--- src/rtl/led_pattern_pkg.sv ---
// Shared types and helpers for the LED pattern engine.
// Optional feature macro: BOUNCE_EN (enables the bounce pattern on mode 3).
package led_pattern_pkg;

    typedef enum logic [1:0] {
        MODE_FILL_MSB = 2'd0,
        MODE_FILL_LSB = 2'd1,
        MODE_DOT      = 2'd2,
        MODE_BOUNCE   = 2'd3
    } mode_e;

    typedef enum logic [1:0] {
        SPEED_0 = 2'd0,
        SPEED_1 = 2'd1,
        SPEED_2 = 2'd2,
        SPEED_3 = 2'd3
    } speed_e;

    // Prescaler width: enough bits to hold the largest terminal count.
    function automatic int cnt_width(input int d0, input int d1, input int d2, input int d3);
        int m;
        int w;
        m = d0;
        if (d1 > m) m = d1;
        if (d2 > m) m = d2;
        if (d3 > m) m = d3;
        w = $clog2(m);
        if (w < 1) w = 1;
        return w;
    endfunction

endpackage

--- src/rtl/led_pattern_engine_if.sv ---
// Control/status bundle of the LED pattern engine.
// Optional feature macro: BOUNCE_EN (dbg_dir is constant 0 without it).
// Signalling: en/mode/speed are level inputs sampled every clk edge; led is a
// registered level; step and cycle_done are single-cycle pulses that are high
// in the first cycle a new led value is visible. There is no back-pressure.
interface led_pattern_engine_if #(parameter int N_LEDS = 8);
    logic              en;
    logic [1:0]        mode;
    logic [1:0]        speed;
    logic [N_LEDS-1:0] led;
    logic              step;
    logic              cycle_done;
    logic              dbg_dir;

    modport master (output en, mode, speed, input led, step, cycle_done, dbg_dir);
    modport slave  (input en, mode, speed, output led, step, cycle_done, dbg_dir);
endinterface

--- src/rtl/led_tick_gen.sv ---
// Speed prescaler: selects a terminal count and emits a one-cycle tick.
// Optional feature macro: BOUNCE_EN (not used in this file).
module led_tick_gen
    import led_pattern_pkg::*;
#(
    parameter int DIV0 = 50_000_000,
    parameter int DIV1 = 25_000_000,
    parameter int DIV2 = 5_000_000,
    parameter int DIV3 = 2_000_000
) (
    input  logic   clk,
    input  logic   reset,
    input  logic   en,
    input  logic   clr,
    input  speed_e speed,
    output logic   tick
);
    localparam int CW = cnt_width(DIV0, DIV1, DIV2, DIV3);

    logic [CW-1:0] cnt_q, cnt_d, term;

    // Terminal count for the selected speed.
    always_comb begin
        term = CW'(DIV3 - 1);
        case (speed)
            SPEED_0: term = CW'(DIV0 - 1);
            SPEED_1: term = CW'(DIV1 - 1);
            SPEED_2: term = CW'(DIV2 - 1);
            default: term = CW'(DIV3 - 1);
        endcase
    end

    // A clear request suppresses the tick on the same edge.
    assign tick = en && !clr && (cnt_q == term);

    // Counter next state: clear on clr or tick, count while enabled, else hold.
    always_comb begin
        cnt_d = cnt_q;
        if (clr || tick) begin
            cnt_d = '0;
        end else if (en) begin
            cnt_d = cnt_q + CW'(1);
        end
    end

    // Counter register.
    always_ff @(posedge clk) begin
        if (reset) cnt_q <= '0;
        else       cnt_q <= cnt_d;
    end
endmodule

--- src/rtl/led_pattern_engine.sv ---
// LED chaser: four run patterns advanced by a prescaler tick, single clock domain.
// Optional feature macro: BOUNCE_EN (mode 3 bounces; otherwise mode 3 = dot).
module led_pattern_engine
    import led_pattern_pkg::*;
#(
    parameter int N_LEDS = 8,
    parameter int DIV0   = 50_000_000,
    parameter int DIV1   = 25_000_000,
    parameter int DIV2   = 5_000_000,
    parameter int DIV3   = 2_000_000
) (
    input  logic                clk,
    input  logic                reset,
    led_pattern_engine_if.slave bus
);
    localparam logic [N_LEDS-1:0] LED_MSB = {1'b1, {(N_LEDS-1){1'b0}}};
    localparam logic [N_LEDS-1:0] LED_LSB = N_LEDS'(1);

    mode_e             mode_in, mode_q, mode_d;
    speed_e            speed_in, speed_q, speed_d;
    logic [N_LEDS-1:0] led_q, led_d;
    logic              step_q, step_d;
    logic              cycle_done_q, cycle_done_d;
    logic              dir_q;
`ifdef BOUNCE_EN
    logic              dir_d;
`endif
    logic              changed, tick;
    logic              fill_msb_ok, fill_lsb_ok, onehot_ok;

    assign mode_in  = mode_e'(bus.mode);
    assign speed_in = speed_e'(bus.speed);

    // Any mode/speed change restarts the prescaler and pattern on that edge.
    assign changed = (mode_in != mode_q) || (speed_in != speed_q);

    led_tick_gen #(
        .DIV0(DIV0), .DIV1(DIV1), .DIV2(DIV2), .DIV3(DIV3)
    ) u_tick_gen (
        .clk   (clk),
        .reset (reset),
        .en    (bus.en),
        .clr   (changed),
        .speed (speed_q),
        .tick  (tick)
    );

    // Legal-state tests: fill-MSB = ones packed at the top, fill-LSB = ones
    // packed at the bottom, dot/bounce = exactly one bit set.
    assign fill_msb_ok = ((~led_q) & ((~led_q) + LED_LSB)) == '0;
    assign fill_lsb_ok = (led_q & (led_q + LED_LSB)) == '0;
    assign onehot_ok   = $onehot(led_q);

    // Pattern next state; illegal values restart at the mode's first state.
    always_comb begin
        mode_d       = mode_q;
        speed_d      = speed_q;
        led_d        = led_q;
        step_d       = 1'b0;
        cycle_done_d = 1'b0;
`ifdef BOUNCE_EN
        dir_d        = dir_q;
`endif
        if (changed) begin
            mode_d  = mode_in;
            speed_d = speed_in;
            led_d   = '0;
`ifdef BOUNCE_EN
            dir_d   = 1'b0;
`endif
        end else if (tick) begin
            step_d = 1'b1;
            case (mode_q)
                MODE_FILL_MSB: begin
                    if (led_q == '1) begin
                        led_d        = '0;
                        cycle_done_d = 1'b1;
                    end else if (fill_msb_ok) begin
                        led_d = (led_q >> 1) | LED_MSB;
                    end else begin
                        led_d = LED_MSB;
                    end
                end
                MODE_FILL_LSB: begin
                    if (led_q == '1) begin
                        led_d        = '0;
                        cycle_done_d = 1'b1;
                    end else if (fill_lsb_ok) begin
                        led_d = (led_q << 1) | LED_LSB;
                    end else begin
                        led_d = LED_LSB;
                    end
                end
`ifdef BOUNCE_EN
                MODE_BOUNCE: begin
                    if (!onehot_ok) begin
                        led_d = LED_MSB;
                        dir_d = 1'b0;
                    end else if (!dir_q) begin
                        led_d = led_q >> 1;
                        dir_d = ((led_q >> 1) == LED_LSB);
                    end else begin
                        led_d = led_q << 1;
                        if ((led_q << 1) == LED_MSB) begin
                            dir_d        = 1'b0;
                            cycle_done_d = 1'b1;
                        end
                    end
                end
`endif
                default: begin
                    if (!onehot_ok) begin
                        led_d = LED_MSB;
                    end else if (led_q == LED_LSB) begin
                        led_d        = LED_MSB;
                        cycle_done_d = 1'b1;
                    end else begin
                        led_d = led_q >> 1;
                    end
                end
            endcase
        end
    end

    // State registers; reset captures the live mode/speed as the reference copy.
    always_ff @(posedge clk) begin
        if (reset) begin
            mode_q       <= mode_in;
            speed_q      <= speed_in;
            led_q        <= '0;
            step_q       <= 1'b0;
            cycle_done_q <= 1'b0;
        end else begin
            mode_q       <= mode_d;
            speed_q      <= speed_d;
            led_q        <= led_d;
            step_q       <= step_d;
            cycle_done_q <= cycle_done_d;
        end
    end

`ifdef BOUNCE_EN
    // Bounce direction register (0 = moving toward LSB).
    always_ff @(posedge clk) begin
        if (reset) dir_q <= 1'b0;
        else       dir_q <= dir_d;
    end
`else
    assign dir_q = 1'b0;
`endif

    assign bus.led        = led_q;
    assign bus.step       = step_q;
    assign bus.cycle_done = cycle_done_q;
    assign bus.dbg_dir    = dir_q;
endmodule

--- src/flat_wrapper.sv ---
// flat-port wrapper written by rule: the top's interface ports become plain ports
module led_pattern_engine_flat import led_pattern_pkg::*;
#(
    parameter int N_LEDS = 8,
    parameter int DIV0   = 50_000_000,
    parameter int DIV1   = 25_000_000,
    parameter int DIV2   = 5_000_000,
    parameter int DIV3   = 2_000_000
)
  (clk, reset, bus_en, bus_mode, bus_speed, bus_led, bus_step, bus_cycle_done, bus_dbg_dir);
  led_pattern_engine_if #(.N_LEDS(N_LEDS)) bus_i ();
  input  logic clk;
  input  logic reset;
  input wire logic [$bits(bus_i.en)-1:0] bus_en;
  input wire logic [$bits(bus_i.mode)-1:0] bus_mode;
  input wire logic [$bits(bus_i.speed)-1:0] bus_speed;
  output wire logic [$bits(bus_i.led)-1:0] bus_led;
  output wire logic [$bits(bus_i.step)-1:0] bus_step;
  output wire logic [$bits(bus_i.cycle_done)-1:0] bus_cycle_done;
  output wire logic [$bits(bus_i.dbg_dir)-1:0] bus_dbg_dir;
  assign bus_i.en = bus_en;
  assign bus_i.mode = bus_mode;
  assign bus_i.speed = bus_speed;
  assign bus_led = bus_i.led;
  assign bus_step = bus_i.step;
  assign bus_cycle_done = bus_i.cycle_done;
  assign bus_dbg_dir = bus_i.dbg_dir;
  led_pattern_engine #(.N_LEDS(N_LEDS), .DIV0(DIV0), .DIV1(DIV1), .DIV2(DIV2), .DIV3(DIV3)) u_core (.clk(clk), .reset(reset), .bus(bus_i));
endmodule
--- config.mk ---
export PLATFORM = sky130hd
export DESIGN_NAME = led_pattern_engine_flat
export DESIGN_NICKNAME = d
export VERILOG_FILES = /design/src/rtl/led_pattern_pkg.sv /design/src/rtl/led_pattern_engine_if.sv /design/src/rtl/led_tick_gen.sv /design/src/rtl/led_pattern_engine.sv /design/src/flat_wrapper.sv
export SDC_FILE = /design/constraint.sdc
export NUM_CORES = 1
export LEC_CHECK = 0
export CAP_MARGIN = 5
export CORE_MARGIN = 1.5
export CORE_UTILIZATION = 30
export CTS_CLUSTER_DIAMETER = 60
export DETAILED_ROUTE_END_ITERATION = 8
export GPL_TIMING_DRIVEN = 1
export PLACE_DENSITY = 0.54
export SETUP_SLACK_MARGIN = 0.05
export SKIP_CTS_REPAIR_TIMING = 1
export SYNTH_ARGS = -nofsm -noshare
export SYNTH_HDL_FRONTEND = slang
export SYNTH_SLANG_ARGS = --single-unit
--- constraint.sdc ---
create_clock -name clk -period 5.7 [get_ports clk]
set_input_delay 1.425 -clock clk [delete_from_list [all_inputs] [get_ports clk]]
set_output_delay 1.425 -clock clk [all_outputs]
set_load 0.01 [all_outputs]
==> metrics.cfg, run 1 <==
[clock_tree]
cts.root.buffer_cell = sky130_fd_sc_hd__clkbuf_8
htree_num_levels = 2
clk_latency_ns = 0.30
clkSlewWorstSetupHoldPaths_ns = 0.09
clock_sink_count = 40
tritoncts_clock_tree = built
cts-buffers-inserted = 5
cts-root-to-sink-buffers = 2

[drt]
drt_first_pass_iters = 4
routed_wl_mm = 5.21
drt_iter0_markers = 82
vias_per_cell = 4.80
num_vias = 1895
drt-wirelength-per-cell_um = 13.2
remaining_drc_errors = 0
route.antenna.remaining_nets = 0

[cells_and_area]
syn2layout_area_growth_pct = 13.9
diode_count = 0
layout.nets = 320
layout.cell_area.non_filler_um2 = 2860
share_of_post_route_cells_with_drive_strength_above_1 = 0.0759
fill_cells = 862
stdcell_count = 395

[place]
dpl-instance-area_um2 = 2750
place.detailed.hpwl_mm = 3.96
post-place-cells = 387
port_buffers = 16
place.gp.congestion = 0.879

[logic_synthesis]
synthesis.yosys.warnings = 0
syn_area_per_cell_um2 = 9.23
synth-xor-area-share = 0.119
post_synth_and_or_nand_nor_area_fraction = 0.236
yosys_most_used_dff = sky130_fd_sc_hd__dfxtp_1
synth_top_family_by_area = simple AND/OR/NAND/NOR gates
share_of_synthesized_area_occupied_by_flip_flops_and_latches = 0.335
postSynthRegisterBits = 40
synthArstFlopShare = 0
edff_count_synth = 4
synthDistinctLibCells = 50
post_synth_fa_ha_maj_area_fraction = 0.132
post_synth_mux_area_share = 0.00797
synth_compound_area_frac = 0.116
syn-num-nets = 303
synthCells = 272
mappedNetlistArea_um2 = 2510

[floorplanning]
ioPinCount = 18
start_util = 0.307
chipHeight_um = 94.5
placementRows = 33
floorplan.die_area_um2 = 8930
design.core.area_um2 = 8180
die_width_um = 94.5

[critical_path]
crit_path_end_kind = flop
timing.setup.critical_path_class = flop to flop
setup.worst_path.start_class = flop
timing.critical_path.depth = 13
cpLargestDelayFamily = adder cells
wp_data_required_ns = 5.92
timing.critical_path.fanout_max = 8
cp.buffers_inverters = 3
slowest_stage_delay_on_critical_path_ns = 0.52
timing.reg2reg.worst_path_depth = 13
cp_slowest_cell = sky130_fd_sc_hd__fa_1
worstPathArrival_ns = 3.72
worstPathCellList = inv_1 -> ha_1 -> inv_1 -> fa_1 -> fa_1 -> inv_1 -> ha_1 -> fa_1 -> nor2b_1 -> nand4_1 -> o31ai_2 -> a21boi_0 -> o22ai_1

[grt]
grt_pass1_vias = 1792
grt_max_degree = 34
antenna_found_initial = 0
grt.total_usage = 0.129
grt_first_pass_wirelength_mm = 8.89
globalRouteOverflowTotal = 0

[timing]
min_period_ns = 3.50
setup-violations-final = 0
slew-limit-headroom = 0.630
fin_skew_ns = 0.00950
max_slew.worst_pin.slew_ns = 0.550
hold_viol = 0
final_max_slew_viol_count = 0
totalNegativeSetupSlack_ns = 0
fin_crit_sh = 0.613
achievable-frequency_mhz = 286
rsz0062_at_grt = no

[job]
drv_cap = 0

[power]
total_power_mw = 0.545
static-leakage-power_nw = 1.01
vdd_ir_drop_max_v = 0.000128
power-per-cell-area_nw_per_um2 = 191

[status]
run_status = completed

[min_path]
worstHoldPathCells = 2
hold_class = flop to flop

through the flow:
| step | hold WS (ns) | setup WS (ns) | util |
|---|---|---|---|
| after CTS | 0.526 | 2.23 | 0.350 |
| after floorplan | 0.472 | 2.50 | - |
| after global placement | 0.494 | 2.21 | 0.336 |
| final | 0.522 | 2.20 | 0.350 |
| after global routing | 0.563 | 1.96 | 0.350 |
| after detailed placement | 0.504 | 2.18 | 0.336 |
layer usage:
layer	track usage	routed length, um	share of wire	vias up
met4	0.0410	44	0.0084	0
met1	0.170	2590	0.50	891
met3	0.0242	114	0.022	2
met2	0.213	2460	0.47	19
met5	0	0	0	-
li1	-	-	-	983
worst reg2reg max path, cell delays in order (launching register included):
cell and delay, ns:
sky130_fd_sc_hd__dfxtp_1 0.48, sky130_fd_sc_hd__inv_1 0.13, sky130_fd_sc_hd__ha_1 0.29, sky130_fd_sc_hd__inv_1 0.05, sky130_fd_sc_hd__fa_1 0.44, sky130_fd_sc_hd__fa_1 0.52, sky130_fd_sc_hd__inv_1 0.05, sky130_fd_sc_hd__ha_1 0.20
sky130_fd_sc_hd__fa_1 0.42, sky130_fd_sc_hd__nor2b_1 0.17, sky130_fd_sc_hd__nand4_1 0.18, sky130_fd_sc_hd__o31ai_2 0.18, sky130_fd_sc_hd__a21boi_0 0.19, sky130_fd_sc_hd__o22ai_1 0.13
cell type report:
| class | count | area, um^2 | share of cell area |
|---|---|---|---|
| clock buffers | 6 | 93.8 | 0.0328 |
| clock inverters | 2 | 16.3 | 0.00569 |
| inverters | 22 | 82.6 | 0.0289 |
| multi-input cells | 204 | 1540 | 0.537 |
| flip-flops and latches | 40 | 841 | 0.294 |
| well taps | 105 | 131 | 0.0459 |
| repair buffers | 16 | 160 | 0.0560 |
state kept, by name (all words and copies together), names as in the netlist:
| register | cells |
|---|---|
| u_core.u_tick_gen.cnt_q | 26 |
| u_core.bus.led | 8 |
| u_core.mode_q | 2 |
| u_core.speed_q | 2 |
| u_core.bus.cycle_done | 1 |
| u_core.bus.step | 1 |
cell families after synthesis:
group           count (synthesis)
other cells                     1
xor+xnor                       34
simple gates                  109
fa+ha+maj                      24
mux                             2
compound gates                 34
buf+inv                        28
flops                          40
final timing paths:
path | from | to | slack (ns)
max | u_core.bus.led[1] | u_core.bus.led[0] | 2.20
min | u_core.u_tick_gen.cnt_q[1] | u_core.u_tick_gen.cnt_q[1] | 0.52
max reg2reg | u_core.bus.led[1] | u_core.bus.led[0] | 2.20
min reg2reg | u_core.u_tick_gen.cnt_q[1] | u_core.u_tick_gen.cnt_q[1] | 0.52
cells in the final DEF, fill, tap and decap left out, drive strengths merged, types with 2 or more instances in the layout:
cell | netlist | layout
dfxtp | 36 | 36
nor2 | 35 | 35
inv | 22 | 23
xnor2 | 22 | 22
ha | 20 | 20
clkdlybuf4s50 | 0 | 16
nand2 | 14 | 14
xor2 | 12 | 12
nand3 | 11 | 11
nor3 | 10 | 10
o22ai | 10 | 10
and3 | 9 | 9
nand4 | 8 | 8
nor4 | 8 | 8
a22oi | 7 | 7
clkbuf | 0 | 6
fa | 4 | 4
edfxtp | 4 | 4
nor3b | 3 | 3
and3b | 2 | 2
o21bai | 2 | 2
mux2i | 2 | 2
and4 | 2 | 2
a22o | 2 | 2
nor2b | 2 | 2
nand3b | 2 | 2
a21o | 2 | 2
synthesized netlist by cell type (all sizes together), types with 2 or more instances:
cell | number | share of area
nand3b | 2 | 0.0075
and3b | 2 | 0.0070
nand3 | 11 | 0.024
buf | 6 | 0.021
nor4 | 8 | 0.028
xor2 | 12 | 0.042
and4 | 2 | 0.0070
dfxtp | 36 | 0.29
nor3b | 3 | 0.0090
nand2 | 14 | 0.021
edfxtp | 4 | 0.048
ha | 20 | 0.10
a22o | 2 | 0.0070
nor2 | 35 | 0.052
nand4 | 8 | 0.020
a22oi | 7 | 0.021
o21bai | 2 | 0.0060
mux2i | 2 | 0.0080
inv | 22 | 0.033
a21o | 2 | 0.0090
fa | 4 | 0.032
o22ai | 10 | 0.035
nor2b | 2 | 0.0050
and3 | 9 | 0.024
nor3 | 10 | 0.020
xnor2 | 22 | 0.077
where the power goes:
group	internal (mW)	switching [mW]	leakage, nW
clock network	0.114	0.110	0.0530
logic	0.0141	0.0175	0.621
registers	0.286	0.00308	0.332
total	0.414	0.131	1.01
No activity file was read; power rests on OpenSTA's default activity.
==> run 2, diff against run 1 <==
--- a/config.mk
+++ b/config.mk
@@ -11,7 +11,7 @@
 export CTS_CLUSTER_DIAMETER = 60
 export DETAILED_ROUTE_END_ITERATION = 8
 export GPL_TIMING_DRIVEN = 1
-export PLACE_DENSITY = 0.54
+export PLACE_DENSITY = 0.56
 export SETUP_SLACK_MARGIN = 0.05
 export SKIP_CTS_REPAIR_TIMING = 1
 export SYNTH_ARGS = -nofsm -noshare
==> constraint.sdc (replaced) <==
create_clock -name clk -period 3.2 [get_ports clk]
set_input_delay 0.8 -clock clk [delete_from_list [all_inputs] [get_ports clk]]
set_output_delay 0.8 -clock clk [all_outputs]
set_load 0.01 [all_outputs]
==> run 2 against run 1 <==
Net effect: global-route usage up 0.41 points; clock skew decreased by 0.0070 ns; cell count rose by 3.8%; critical endpoint is now u_core.bus.led[7]; largest power group unchanged; largest cell class unchanged.
==> metrics.cfg, run 2 (synthesis gave the netlist of run 1 again) <==
[status]
run_status = completed

[cells_and_area]
stdcell_count = 410
final_core_utilization = 0.366
fill_cells = 846
layout.nets = 335
register_area_um2 = 852
share_of_post_route_cells_with_drive_strength_above_1 = 0.157
layout_common_cells = sky130_fd_sc_hd__nor2_1, sky130_fd_sc_hd__dfxtp_1, sky130_fd_sc_hd__xnor2_1
mostFrequentLayoutCell = sky130_fd_sc_hd__nor2_1
syn2layout_area_growth_pct = 19.2
multi_input_comb_area_um2 = 1570
largest_reg_flops = 26
diode_count = 0
register_with_the_highest_flop_count = u_core.u_tick_gen.cnt_q

[drt]
vias_per_cell = 4.84
routed_wl_mm = 5.57
remaining_drc_errors = 0
drt-wirelength-per-cell_um = 13.6
num_vias = 1984
route.antenna.remaining_nets = 0
drt_iter0_markers = 62
drt_first_pass_iters = 4

[place]
post-place-cells = 401
place.detailed.hpwl_mm = 4.20
port_buffers = 16
place.gp.congestion = 0.890
detailedPlace.worstSlack_ns = -0.0662

[critical_path]
worstPathCellList = ha_4 -> fa_1 -> inv_2 -> fa_1 -> inv_1 -> ha_2 -> fa_1 -> nor2b_1 -> nand4_1 -> buf_4 -> a32o_1
cp_slowest_cell = sky130_fd_sc_hd__fa_1
cpLargestDelayFamily = adder cells
timing.rr.end = u_core.bus.led[7]
setup.worst_path.start_class = flop
timing.reg2reg.worst_path_depth = 11
r2r_setup_slack_ns = 0.02
cp.buffers_inverters = 3
wp_data_required_ns = 3.39
critPathMostFrequentCell = sky130_fd_sc_hd__fa_1
slowest_stage_delay_on_critical_path_ns = 0.55
timing.setup.critical_path_class = flop to flop
worstPathArrival_ns = 3.38
rr_startpoint = u_core.bus.led[1]
crit_path_end_kind = flop
timing.critical_path.fanout_max = 5

[grt]
grt_first_pass_wirelength_mm = 9.20
grt_pass1_vias = 1900
globalRouteOverflowTotal = 0
antenna_found_initial = 0
grt.total_usage = 0.133
grt_max_degree = 34

[clock_tree]
tritoncts_clock_tree = built
htree_num_levels = 2
cts-buffers-inserted = 5
clk_latency_ns = 0.29
cts-root-to-sink-buffers = 2
clkSlewWorstSetupHoldPaths_ns = 0.08
cts.root.buffer_cell = sky130_fd_sc_hd__clkbuf_8
clock_sink_count = 40

[timing]
achievable-frequency_mhz = 314
final_max_slew_viol_count = 0
slew-limit-headroom = 0.572
max_slew.worst_pin.slew_ns = 0.636
fin_crit_sh = 0.995
fin_skew_ns = 0.00250
hold_viol = 0
setup-violations-final = 0
final.setup.worst_slack_ns = 0.0152
totalNegativeSetupSlack_ns = 0
min_period_ns = 3.18
rsz0062_at_grt = yes

[min_path]
worstHoldPathCells = 2
hold_start = u_core.u_tick_gen.cnt_q[4]
hold_class = flop to flop
hold-path-endpoint = u_core.u_tick_gen.cnt_q[4]

[floorplanning]
start_util = 0.307
ioPinCount = 18
floorplan.die_area_um2 = 8930
die_width_um = 94.5
chipHeight_um = 94.5
design.core.area_um2 = 8180
placementRows = 33

[job]
drv_cap = 0

[power]
vdd_ir_drop_max_v = 0.000183
static-leakage-power_nw = 1.07
power-per-cell-area_nw_per_um2 = 306

run 2: how the worst max path moves through the flow:
stage	slack, ns	start	endpoint	depth (start not counted)
2_1_floorplan	0.06	u_core.bus.led[5]	u_core.bus.led[6]	13
3_3_place_gp	0.03	u_core.bus.led[0]	u_core.bus.led[0]	13
3_5_place_dp	-0.07	u_core.bus.led[0]	u_core.bus.led[0]	13
4_1_cts	-0.09	u_core.bus.led[1]	u_core.bus.led[0]	13
5_1_grt	-0.14	u_core.bus.led[1]	u_core.bus.led[1]	12
6_report	0.02	u_core.bus.led[1]	u_core.bus.led[7]	11
run 2: layout make-up:
cell class,instances,share of cell area
Timing Repair Buffer,31,0.0911
Tap cell,105,0.0439
Clock buffer,6,0.0242
Multi-Input combinational cell,204,0.523
Inverter,22,0.0276
Sequential cell,40,0.285
Clock inverter,2,0.00543
run 2: report_power, final:
group	internal, mW	switching, mW	total (mW)
registers	0.508	0.00600	0.514
logic	0.0258	0.0316	0.0574
clock network	0.155	0.190	0.345
total	0.689	0.227	0.916
run 2: worst min-delay path, delay by kind of cell, from the launching register on:
family / cells / cell delay (ns)
DFF: 1 / 0.35
xor gates and xnor gates: 1 / 0.07
and+or+nand+nor: 1 / 0.07
run 2: routing by layer:
metal / up-vias / GRT usage / wire [um]
li1: 1014 / - / -
met1: 937 / 0.179 / 2770
met2: 26 / 0.215 / 2560
met3: 7 / 0.0250 / 176
met4: 0 / 0.0423 / 66
met5: - / 0 / 0
run 2: through the flow:
stage | instance area, um^2 | total power, mW | hold slack (ns)
after floorplan | 2520 | 0.566 | 0.472
after global placement | 2860 | 0.583 | 0.487
after detailed placement | 2860 | 0.584 | 0.499
after CTS | 2950 | 0.933 | 0.523
after global routing | 2990 | 0.958 | 0.574
final | 2990 | 0.916 | 0.522
